$ cat src/rtl/miner_spi_pkg.sv
// Shared constants and types for the SPI miner hub.
// Contents: command opcodes, job/sync constants, status byte bit positions,
// command-state enum and the FIFO entry width.
package miner_spi_pkg;

    localparam logic [7:0] OP_STATUS = 8'h01;
    localparam logic [7:0] OP_NONCE  = 8'h02;
    localparam logic [7:0] OP_JOB    = 8'h10;
    localparam logic [7:0] OP_CLEAR  = 8'h20;

    localparam int unsigned JOB_BYTES = 76;
    localparam logic [7:0]  SYNC_BYTE = 8'hA5;

    // Status byte layout: {overflow, any core busy, fifo count[5:0]}
    localparam int unsigned STATUS_OVF_BIT   = 7;
    localparam int unsigned STATUS_BUSY_BIT  = 6;
    localparam int unsigned STATUS_COUNT_MSB = 5;

    // FIFO entry: {core index byte, nonce}
    localparam int unsigned ENTRY_W = 40;

    typedef enum logic [2:0] {
        IDLE,
        OPCODE,
        STATUS,
        NONCE,
        JOB,
        DISCARD
    } cmd_state_e;

endpackage

$ cat src/rtl/nonce_fifo.sv
// Synchronous result FIFO.
// Ports: clk_i/rst_ni clock and async active-low reset; push_i/data_i write;
// pop_i read (data_o shows the head); flush_i empties the FIFO;
// full_o/empty_o/count_o report occupancy.
// A push while full is accepted only when a pop happens in the same cycle.
module nonce_fifo #(
    parameter int unsigned Width = 40,
    parameter int unsigned Depth = 8,
    localparam int unsigned PtrW = $clog2(Depth),
    localparam int unsigned CntW = PtrW + 1
) (
    input  logic             clk_i,
    input  logic             rst_ni,
    input  logic             push_i,
    input  logic [Width-1:0] data_i,
    input  logic             pop_i,
    input  logic             flush_i,
    output logic [Width-1:0] data_o,
    output logic             full_o,
    output logic             empty_o,
    output logic [CntW-1:0]  count_o
);

    logic [Width-1:0] mem_q [Depth];
    logic [PtrW-1:0]  wr_ptr_q, rd_ptr_q;
    logic [CntW-1:0]  count_q;
    logic             do_push, do_pop;

    assign full_o  = (count_q == CntW'(Depth));
    assign empty_o = (count_q == '0);
    assign count_o = count_q;
    assign data_o  = mem_q[rd_ptr_q];

    assign do_pop  = pop_i & ~empty_o & ~flush_i;
    assign do_push = push_i & (~full_o | do_pop) & ~flush_i;

    always_ff @(posedge clk_i or negedge rst_ni) begin
        if (!rst_ni) begin
            wr_ptr_q <= '0;
            rd_ptr_q <= '0;
            count_q  <= '0;
        end else if (flush_i) begin
            wr_ptr_q <= '0;
            rd_ptr_q <= '0;
            count_q  <= '0;
        end else begin
            if (do_push) wr_ptr_q <= wr_ptr_q + PtrW'(1);
            if (do_pop)  rd_ptr_q <= rd_ptr_q + PtrW'(1);
            if (do_push && !do_pop)      count_q <= count_q + CntW'(1);
            else if (do_pop && !do_push) count_q <= count_q - CntW'(1);
        end
    end

    // Storage needs no reset; occupancy is tracked by the pointers.
    always_ff @(posedge clk_i) begin
        if (do_push) mem_q[wr_ptr_q] <= data_i;
    end

endmodule

$ cat src/rtl/spi_miner_hub.sv
// SPI slave and job/result hub for a multi-core SHA-256 miner.
// Ports: CLK100MHZ system clock; reset async active-low; sclk/mosi/cs SPI
// inputs (cs active-low, mode 0); miso SPI output; midstate/header/target
// committed job; job_start one-cycle commit pulse; core_busy/found_valid/
// found_nonce from cores; found_ack one-hot acknowledge to the winning core.
module spi_miner_hub
    import miner_spi_pkg::*;
#(
    parameter int unsigned NUM_CORES   = 4,
    parameter int unsigned FIFO_DEPTH  = 8,
    parameter int unsigned SYNC_STAGES = 2
) (
    input  logic                    CLK100MHZ,
    input  logic                    reset,
    input  logic                    sclk,
    input  logic                    mosi,
    input  logic                    cs,
    output logic                    miso,
    output logic [255:0]            midstate,
    output logic [95:0]             header,
    output logic [255:0]            target,
    output logic                    job_start,
    input  logic [NUM_CORES-1:0]    core_busy,
    input  logic [NUM_CORES-1:0]    found_valid,
    input  logic [32*NUM_CORES-1:0] found_nonce,
    output logic [NUM_CORES-1:0]    found_ack
);

    localparam int unsigned CNT_W = $clog2(FIFO_DEPTH) + 1;

    // ---------------- synchronisers and edge detection ----------------
    logic [2:0] sync_q [SYNC_STAGES];  // {cs, mosi, sclk}
    logic       sclk_s, mosi_s, cs_s;
    logic       sclk_prev_q, cs_prev_q;
    logic       sclk_rise_q, sclk_fall_q, cs_rise_q, cs_fall_q;

    assign {cs_s, mosi_s, sclk_s} = sync_q[SYNC_STAGES-1];

    always_ff @(posedge CLK100MHZ or negedge reset) begin
        if (!reset) begin
            for (int i = 0; i < SYNC_STAGES; i++) sync_q[i] <= 3'b100;
            sclk_prev_q <= 1'b0;
            cs_prev_q   <= 1'b1;
            sclk_rise_q <= 1'b0;
            sclk_fall_q <= 1'b0;
            cs_rise_q   <= 1'b0;
            cs_fall_q   <= 1'b0;
        end else begin
            sync_q[0] <= {cs, mosi, sclk};
            for (int i = 1; i < SYNC_STAGES; i++) sync_q[i] <= sync_q[i-1];
            sclk_prev_q <= sclk_s;
            cs_prev_q   <= cs_s;
            sclk_rise_q <= sclk_s & ~sclk_prev_q;
            sclk_fall_q <= ~sclk_s & sclk_prev_q;
            cs_rise_q   <= cs_s & ~cs_prev_q;
            cs_fall_q   <= ~cs_s & cs_prev_q;
        end
    end

    // ---------------- result arbitration and FIFO ----------------
    logic [NUM_CORES-1:0] req, gnt_oh, found_ack_q;
    logic                 gnt_valid;
    logic [3:0]           gnt_idx;
    logic [31:0]          gnt_nonce;
    logic                 fifo_pop, fifo_flush, fifo_full, fifo_empty;
    logic [ENTRY_W-1:0]   fifo_head;
    logic [CNT_W-1:0]     fifo_count;
    logic                 ovf_q;

    // A core stays valid during its ack cycle; mask it so it is not granted twice.
    assign req = found_valid & ~found_ack_q;

    always_comb begin
        gnt_valid = 1'b0;
        gnt_idx   = '0;
        for (int unsigned i = 0; i < NUM_CORES; i++) begin
            if (req[i] && !gnt_valid) begin
                gnt_valid = 1'b1;
                gnt_idx   = 4'(i);
            end
        end
        gnt_oh    = gnt_valid ? (NUM_CORES'(1) << gnt_idx) : '0;
        gnt_nonce = found_nonce[32*gnt_idx +: 32];
    end

    nonce_fifo #(
        .Width (ENTRY_W),
        .Depth (FIFO_DEPTH)
    ) u_fifo (
        .clk_i   (CLK100MHZ),
        .rst_ni  (reset),
        .push_i  (gnt_valid),
        .data_i  ({4'h0, gnt_idx, gnt_nonce}),
        .pop_i   (fifo_pop),
        .flush_i (fifo_flush),
        .data_o  (fifo_head),
        .full_o  (fifo_full),
        .empty_o (fifo_empty),
        .count_o (fifo_count)
    );

    always_ff @(posedge CLK100MHZ or negedge reset) begin
        if (!reset) begin
            found_ack_q <= '0;
            ovf_q       <= 1'b0;
        end else begin
            found_ack_q <= gnt_oh;
            if (fifo_flush) ovf_q <= 1'b0;
            else if (gnt_valid && fifo_full && !fifo_pop) ovf_q <= 1'b1;
        end
    end

    assign found_ack = found_ack_q;

    // ---------------- command FSM ----------------
    cmd_state_e         state_q, state_d;
    logic [2:0]         bit_cnt_q, bit_cnt_d;
    logic [6:0]         byte_cnt_q, byte_cnt_d;
    logic [7:0]         rx_q, rx_d, rx_byte;
    logic [7:0]         tx_shift_q, tx_shift_d, tx_next_q, tx_next_d;
    logic               miso_q, miso_d;
    logic [ENTRY_W-1:0] snap_q, snap_d;
    logic [607:0]       shadow_q, shadow_d;
    logic               commit;
    logic [7:0]         status_byte;

    always_comb begin
        status_byte                     = '0;
        status_byte[STATUS_OVF_BIT]     = ovf_q;
        status_byte[STATUS_BUSY_BIT]    = |core_busy;
        status_byte[STATUS_COUNT_MSB:0] = 6'(fifo_count);
    end

    assign rx_byte = {rx_q[6:0], mosi_s};

    always_comb begin
        state_d    = state_q;
        bit_cnt_d  = bit_cnt_q;
        byte_cnt_d = byte_cnt_q;
        rx_d       = rx_q;
        tx_shift_d = tx_shift_q;
        tx_next_d  = tx_next_q;
        miso_d     = miso_q;
        snap_d     = snap_q;
        shadow_d   = shadow_q;
        fifo_pop   = 1'b0;
        fifo_flush = 1'b0;
        commit     = 1'b0;

        if (cs_fall_q) begin
            state_d    = OPCODE;
            bit_cnt_d  = '0;
            byte_cnt_d = '0;
            miso_d     = SYNC_BYTE[7];
            tx_shift_d = {SYNC_BYTE[6:0], 1'b0};
        end else if (cs_rise_q) begin
            // Also aborts a partial byte: counters restart on the next cs fall.
            commit     = (state_q == JOB) && (byte_cnt_q == 7'(JOB_BYTES));
            state_d    = IDLE;
            bit_cnt_d  = '0;
            byte_cnt_d = '0;
            miso_d     = 1'b0;
        end else if (state_q != IDLE) begin
            if (sclk_rise_q) begin
                rx_d      = rx_byte;
                bit_cnt_d = bit_cnt_q + 3'd1;
                if (bit_cnt_q == 3'd7) begin
                    tx_next_d = 8'h00;
                    case (state_q)
                        OPCODE: begin
                            byte_cnt_d = '0;
                            case (rx_byte)
                                OP_STATUS: begin
                                    state_d   = STATUS;
                                    tx_next_d = status_byte;
                                end
                                OP_NONCE: begin
                                    state_d = NONCE;
                                    if (!fifo_empty) begin
                                        fifo_pop = 1'b1;
                                        snap_d   = fifo_head;
                                    end else begin
                                        snap_d = '1;
                                    end
                                    tx_next_d = snap_d[39:32];
                                end
                                OP_JOB:   state_d = JOB;
                                OP_CLEAR: begin
                                    fifo_flush = 1'b1;
                                    state_d    = DISCARD;
                                end
                                default:  state_d = DISCARD;
                            endcase
                        end
                        STATUS: state_d = DISCARD;
                        NONCE: begin
                            byte_cnt_d = byte_cnt_q + 7'd1;
                            case (byte_cnt_q)
                                7'd0:    tx_next_d = snap_q[31:24];
                                7'd1:    tx_next_d = snap_q[23:16];
                                7'd2:    tx_next_d = snap_q[15:8];
                                7'd3:    tx_next_d = snap_q[7:0];
                                default: state_d   = DISCARD;
                            endcase
                        end
                        JOB: begin
                            if (byte_cnt_q < 7'(JOB_BYTES)) begin
                                shadow_d[8*byte_cnt_q +: 8] = rx_byte;
                            end
                            // Saturate so an over-long job never wraps back to 76.
                            if (byte_cnt_q != '1) byte_cnt_d = byte_cnt_q + 7'd1;
                        end
                        default: ;
                    endcase
                end
            end
            if (sclk_fall_q) begin
                // bit_cnt 0 here means a byte just finished: start the next one.
                if (bit_cnt_q == 3'd0) begin
                    miso_d     = tx_next_q[7];
                    tx_shift_d = {tx_next_q[6:0], 1'b0};
                end else begin
                    miso_d     = tx_shift_q[7];
                    tx_shift_d = {tx_shift_q[6:0], 1'b0};
                end
            end
        end
    end

    always_ff @(posedge CLK100MHZ or negedge reset) begin
        if (!reset) begin
            state_q    <= IDLE;
            bit_cnt_q  <= '0;
            byte_cnt_q <= '0;
            rx_q       <= '0;
            tx_shift_q <= '0;
            tx_next_q  <= '0;
            miso_q     <= 1'b0;
            snap_q     <= '0;
            shadow_q   <= '0;
        end else begin
            state_q    <= state_d;
            bit_cnt_q  <= bit_cnt_d;
            byte_cnt_q <= byte_cnt_d;
            rx_q       <= rx_d;
            tx_shift_q <= tx_shift_d;
            tx_next_q  <= tx_next_d;
            miso_q     <= miso_d;
            snap_q     <= snap_d;
            shadow_q   <= shadow_d;
        end
    end

    assign miso = miso_q;

    always_ff @(posedge CLK100MHZ or negedge reset) begin
        if (!reset) begin
            midstate  <= '0;
            header    <= '0;
            target    <= '0;
            job_start <= 1'b0;
        end else begin
            job_start <= commit;
            if (commit) begin
                midstate <= shadow_q[255:0];
                header   <= shadow_q[351:256];
                target   <= shadow_q[607:352];
            end
        end
    end

endmodule

$ cat config.mk
export PLATFORM = sky130hd
export DESIGN_NAME = spi_miner_hub
export DESIGN_NICKNAME = d
export VERILOG_FILES = /design/src/rtl/miner_spi_pkg.sv /design/src/rtl/nonce_fifo.sv /design/src/rtl/spi_miner_hub.sv
export SDC_FILE = /design/constraint.sdc
export NUM_CORES = 2
export LEC_CHECK = 0
export ABC_AREA = 1
export CORE_MARGIN = 1
export CORE_UTILIZATION = 35
export CTS_BUF_LIST = sky130_fd_sc_hd__clkbuf_8 sky130_fd_sc_hd__clkbuf_16
export CTS_CLUSTER_DIAMETER = 60
export CTS_CLUSTER_SIZE = 25
export DETAILED_ROUTE_END_ITERATION = 16
export DONT_BUFFER_PORTS = 1
export PLACE_DENSITY = 0.57
export SYNTH_ARGS = -nofsm -noshare
export SYNTH_HDL_FRONTEND = slang
export SYNTH_SLANG_ARGS = --single-unit
$ cat constraint.sdc
create_clock -name CLK100MHZ -period 4.4 [get_ports CLK100MHZ]
set_input_delay 0.44 -clock CLK100MHZ [delete_from_list [all_inputs] [get_ports CLK100MHZ]]
set_output_delay 0.44 -clock CLK100MHZ [all_outputs]
set_load 0.02 [all_outputs]
==> results.toml <==
[status]
outcome = "complete, but fails checks"
violations = "DRC"

[logic_synthesis]
ys_types = 41
yosysWarnings = 0
yosys.area.top_type_share_pct = 49.5
synth_area_um2 = 66200
yosysTopAreaCell = "dfrtp_1"
syn_area_per_cell_um2 = 8.74
ys_seq_elements = 1584
synth_common_cells = "nand2_1, dfrtp_1, nor2_1, o21ai_0, clkbuf_1"
syn-num-nets = 7723
synthCells = 7569
yosysSeqAreaShare_pct = 62.0
yosys_most_used_dff = "dfrtp_1"
synthMostInstantiatedCell = "nand2_1"
synth_edf_count = 272
synth.top_cells.by_area = "dfrtp_1, nand2_1, edfxtp_1"
synthArstFlopShare_pct = 82.8

[die]
fp-row-count = 159
io_pins = 755
fp.dieArea_um2 = 191000
core_area_um2 = 188000
initial_core_util_pct = 35.2
die_w_um = 437
die_h_um = 437

[worst_setup_path]
critPathArrivalTime_ns = 4.59
crit_required_ns = 5.11
crit_type = "reg2reg"
critPathMaxFanout = 17
crit_path_end_kind = "flip-flop"
critPathLaunchType = "flip-flop"

[drt]
drc = 102
wire_per_inst_um = 23.7
vias_per_cell = 5.18
drt_iter0_drc = 5692
drtPass1Iterations = 17
ant_nets = 0
via_count = 52034
drt-total-wl_um = 238000

[pwr]
peakVddDrop_uv = 292
cellPowerDensity_nw_per_um2 = 418
power_mw = 31.0
leakage_nw = 34.9

[sta]
hold_viol_final = 0
final.setup.tns_ns = 0
finalCriticalPeriod_ns = 3.88
finalCritPeriodShare_pct = 88.2
fin_skew_ns = 0.0698
finalSetupViolCount = 0
tightest_slew_ns = 1.30
max_freq_mhz = 258
whs_ns = 0.0543
rsz0062_at_grt = "no"
fin_ws_ns = 0.517
slew_headroom_pct = 12.5
drv_slew = 0

[clock_tree]
clk_transition_reported_paths_ns = 0.08
clock_sinks = 1584
cts-root-buf = "clkbuf_16"
numCtsBuffers = 131
clock_latency_ns = 0.85
post_cts_buffers = 0
cts_resized = 0
htreeDepth = 4
cts_tree = "built"
clk_path_buf_depth = 3

[placement]
place_congestion = 0.974
post-place-ws_ns = 0.612
numPortBuffers = 0
place_hpwl_um = 169000

[grt]
grt_util_met2_pct = 39.2
grt_util_all_layers_pct = 24.5
antenna_found_initial = 7
grt_busiest_layer = "met2"
grt_max_degree = 208
grt_pass1_vias = 50278
use_met3_pct = 5.95
grt_pass1_wl_um = 347000
grt_overflow = 0
gr-usage-met1_pct = 30.1

[finish]
area_delta_synth_final_pct = 12.1
final_nets = 7590
drive_above_1_share_pct = 6.43
fill_cells = 18845

[worst_hold_path]
hold_path_class = "in2reg"

[run]
max_cap_viol_count = 0
-- layer usage --
metal / vias to the layer above / wire, um
met5: - / 0
met4: 0 / 16000
met3: 503 / 18300
met2: 1965 / 111000
met1: 25459 / 93100
li1: 24107 / -
-- timing repair --
item,4_1_cts,5_1_grt
hold buffers,20,0
hold endpoints to repair,152,0
setup endpoints to repair,0,0
-- final cells by class --
type	instances	area, um2	share of cell area, %
diodes	2	5.00	0.00675
clock buffers	136	3370	4.54
clock inverters	107	1420	1.91
inverters	219	852	1.15
multi-input cells	5338	22800	30.7
flip-flops and latches	1584	41000	55.3
well taps	2495	3120	4.21
repair buffers	162	1600	2.16
-- report_power, final --
group / internal (mW) / switching, mW
Clock: 6.42 / 6.55
Sequential: 15.8 / 0.229
Combinational: 0.466 / 1.52
Total: 22.7 / 8.30
-- path summary, 6_finish.rpt --
| path | cells after the start | endpoint | startpoint | slack, ns |
|---|---|---|---|---|
| setup / recovery | 14 | shadow_q[287]$_DFFE_PN0P_ | byte_cnt_q[0]$_DFFE_PN0P_ | 0.52 |
| hold / removal | 2 | u_fifo.mem_q[6][2]$_DFFE_PP_ | found_nonce[98] | 0.05 |
| setup reg to reg | 14 | shadow_q[287]$_DFFE_PN0P_ | byte_cnt_q[0]$_DFFE_PN0P_ | 0.52 |
| hold reg to reg | 0 | cs_s$_DFF_PN1_ | sync_q[5]$_DFF_PN1_ | 0.36 |
| max in group asynchronous | 3 | shadow_q[597]$_DFFE_PN0P_ | reset | 2.72 |
| min in group asynchronous | 2 | target[4]$_DFFE_PN0P_ | reset | 0.26 |
-- cell usage in the layout, fill, tap and decap left out, types with 7 or more instances in the layout --
cell type | netlist | routed
a21oi_1 | 72 | 72
a22oi_1 | 33 | 33
a32oi_1 | 16 | 16
buf_12 | 0 | 25
buf_4 | 6 | 116
clkbuf_16 | 0 | 133
clkinv_4 | 0 | 10
clkinv_8 | 0 | 26
clkinvlp_4 | 0 | 8
dfrtp_1 | 1309 | 1306
dlygate4sd3_1 | 0 | 20
edfxtp_1 | 272 | 272
ha_1 | 12 | 11
inv_1 | 203 | 204
inv_12 | 0 | 7
inv_16 | 0 | 10
inv_2 | 12 | 12
inv_6 | 0 | 20
inv_8 | 0 | 12
nand2_1 | 3355 | 3353
nand3_1 | 240 | 240
nand3b_1 | 9 | 9
nand4_1 | 192 | 192
nor2_1 | 636 | 624
nor2_2 | 21 | 33
nor3_1 | 90 | 74
nor3_2 | 5 | 19
nor4_1 | 9 | 7
o21a_1 | 8 | 8
o21ai_0 | 520 | 520
o22ai_1 | 46 | 46
o31ai_1 | 34 | 34
-- metrics by stage --
step	cell area [um2]	utilization [%]	cells
floorplan	66200	-	7569
finish	74200	39.5	10043
global route	74200	39.5	10043
CTS	74200	39.5	10041
global placement	69200	36.8	9778
detailed placement	69200	36.8	9778
-- critical path: stages (launching register included) --
cell	delay [ns]
dfrtp_1	0.33
buf_4	0.18
inv_1	0.09
ha_1	0.23
nand3_1	0.22
nor2_1	0.11
ha_4	0.17
inv_1	0.12
nand3_4	0.16
nor2_1	0.46
nand4_1	0.44
nor2_2	0.65
nand2_1	0.36
nand2_1	0.15
nand2_1	0.07
-- flip-flops by register name, indices dropped and copies added (netlist names), 8 cells and up --
signal,cells
target,256
snap_q,32
u_fifo.mem_q,272
midstate,256
header,96
tx_next_q,8
shadow_q,608
-- logic make-up (layout without fill, tap and decap cells) --
| logic type | Yosys count | count (layout) | synth area share (%) |
|---|---|---|---|
| AO/OA/AOI/OAI | 745 | 745 | 6.15 |
| XOR/XNOR | 3 | 3 | 0.0511 |
| adder cells (fa/ha/maj) | 13 | 13 | 0.257 |
| buffers and inverters | 647 | 624 | 3.90 |
| flip-flops | 1584 | 1584 | 62.0 |
| other | 0 | 2 | 0 |
| AND/OR/NAND/NOR | 4577 | 4577 | 27.7 |
(Power assumes the default switching activity.)
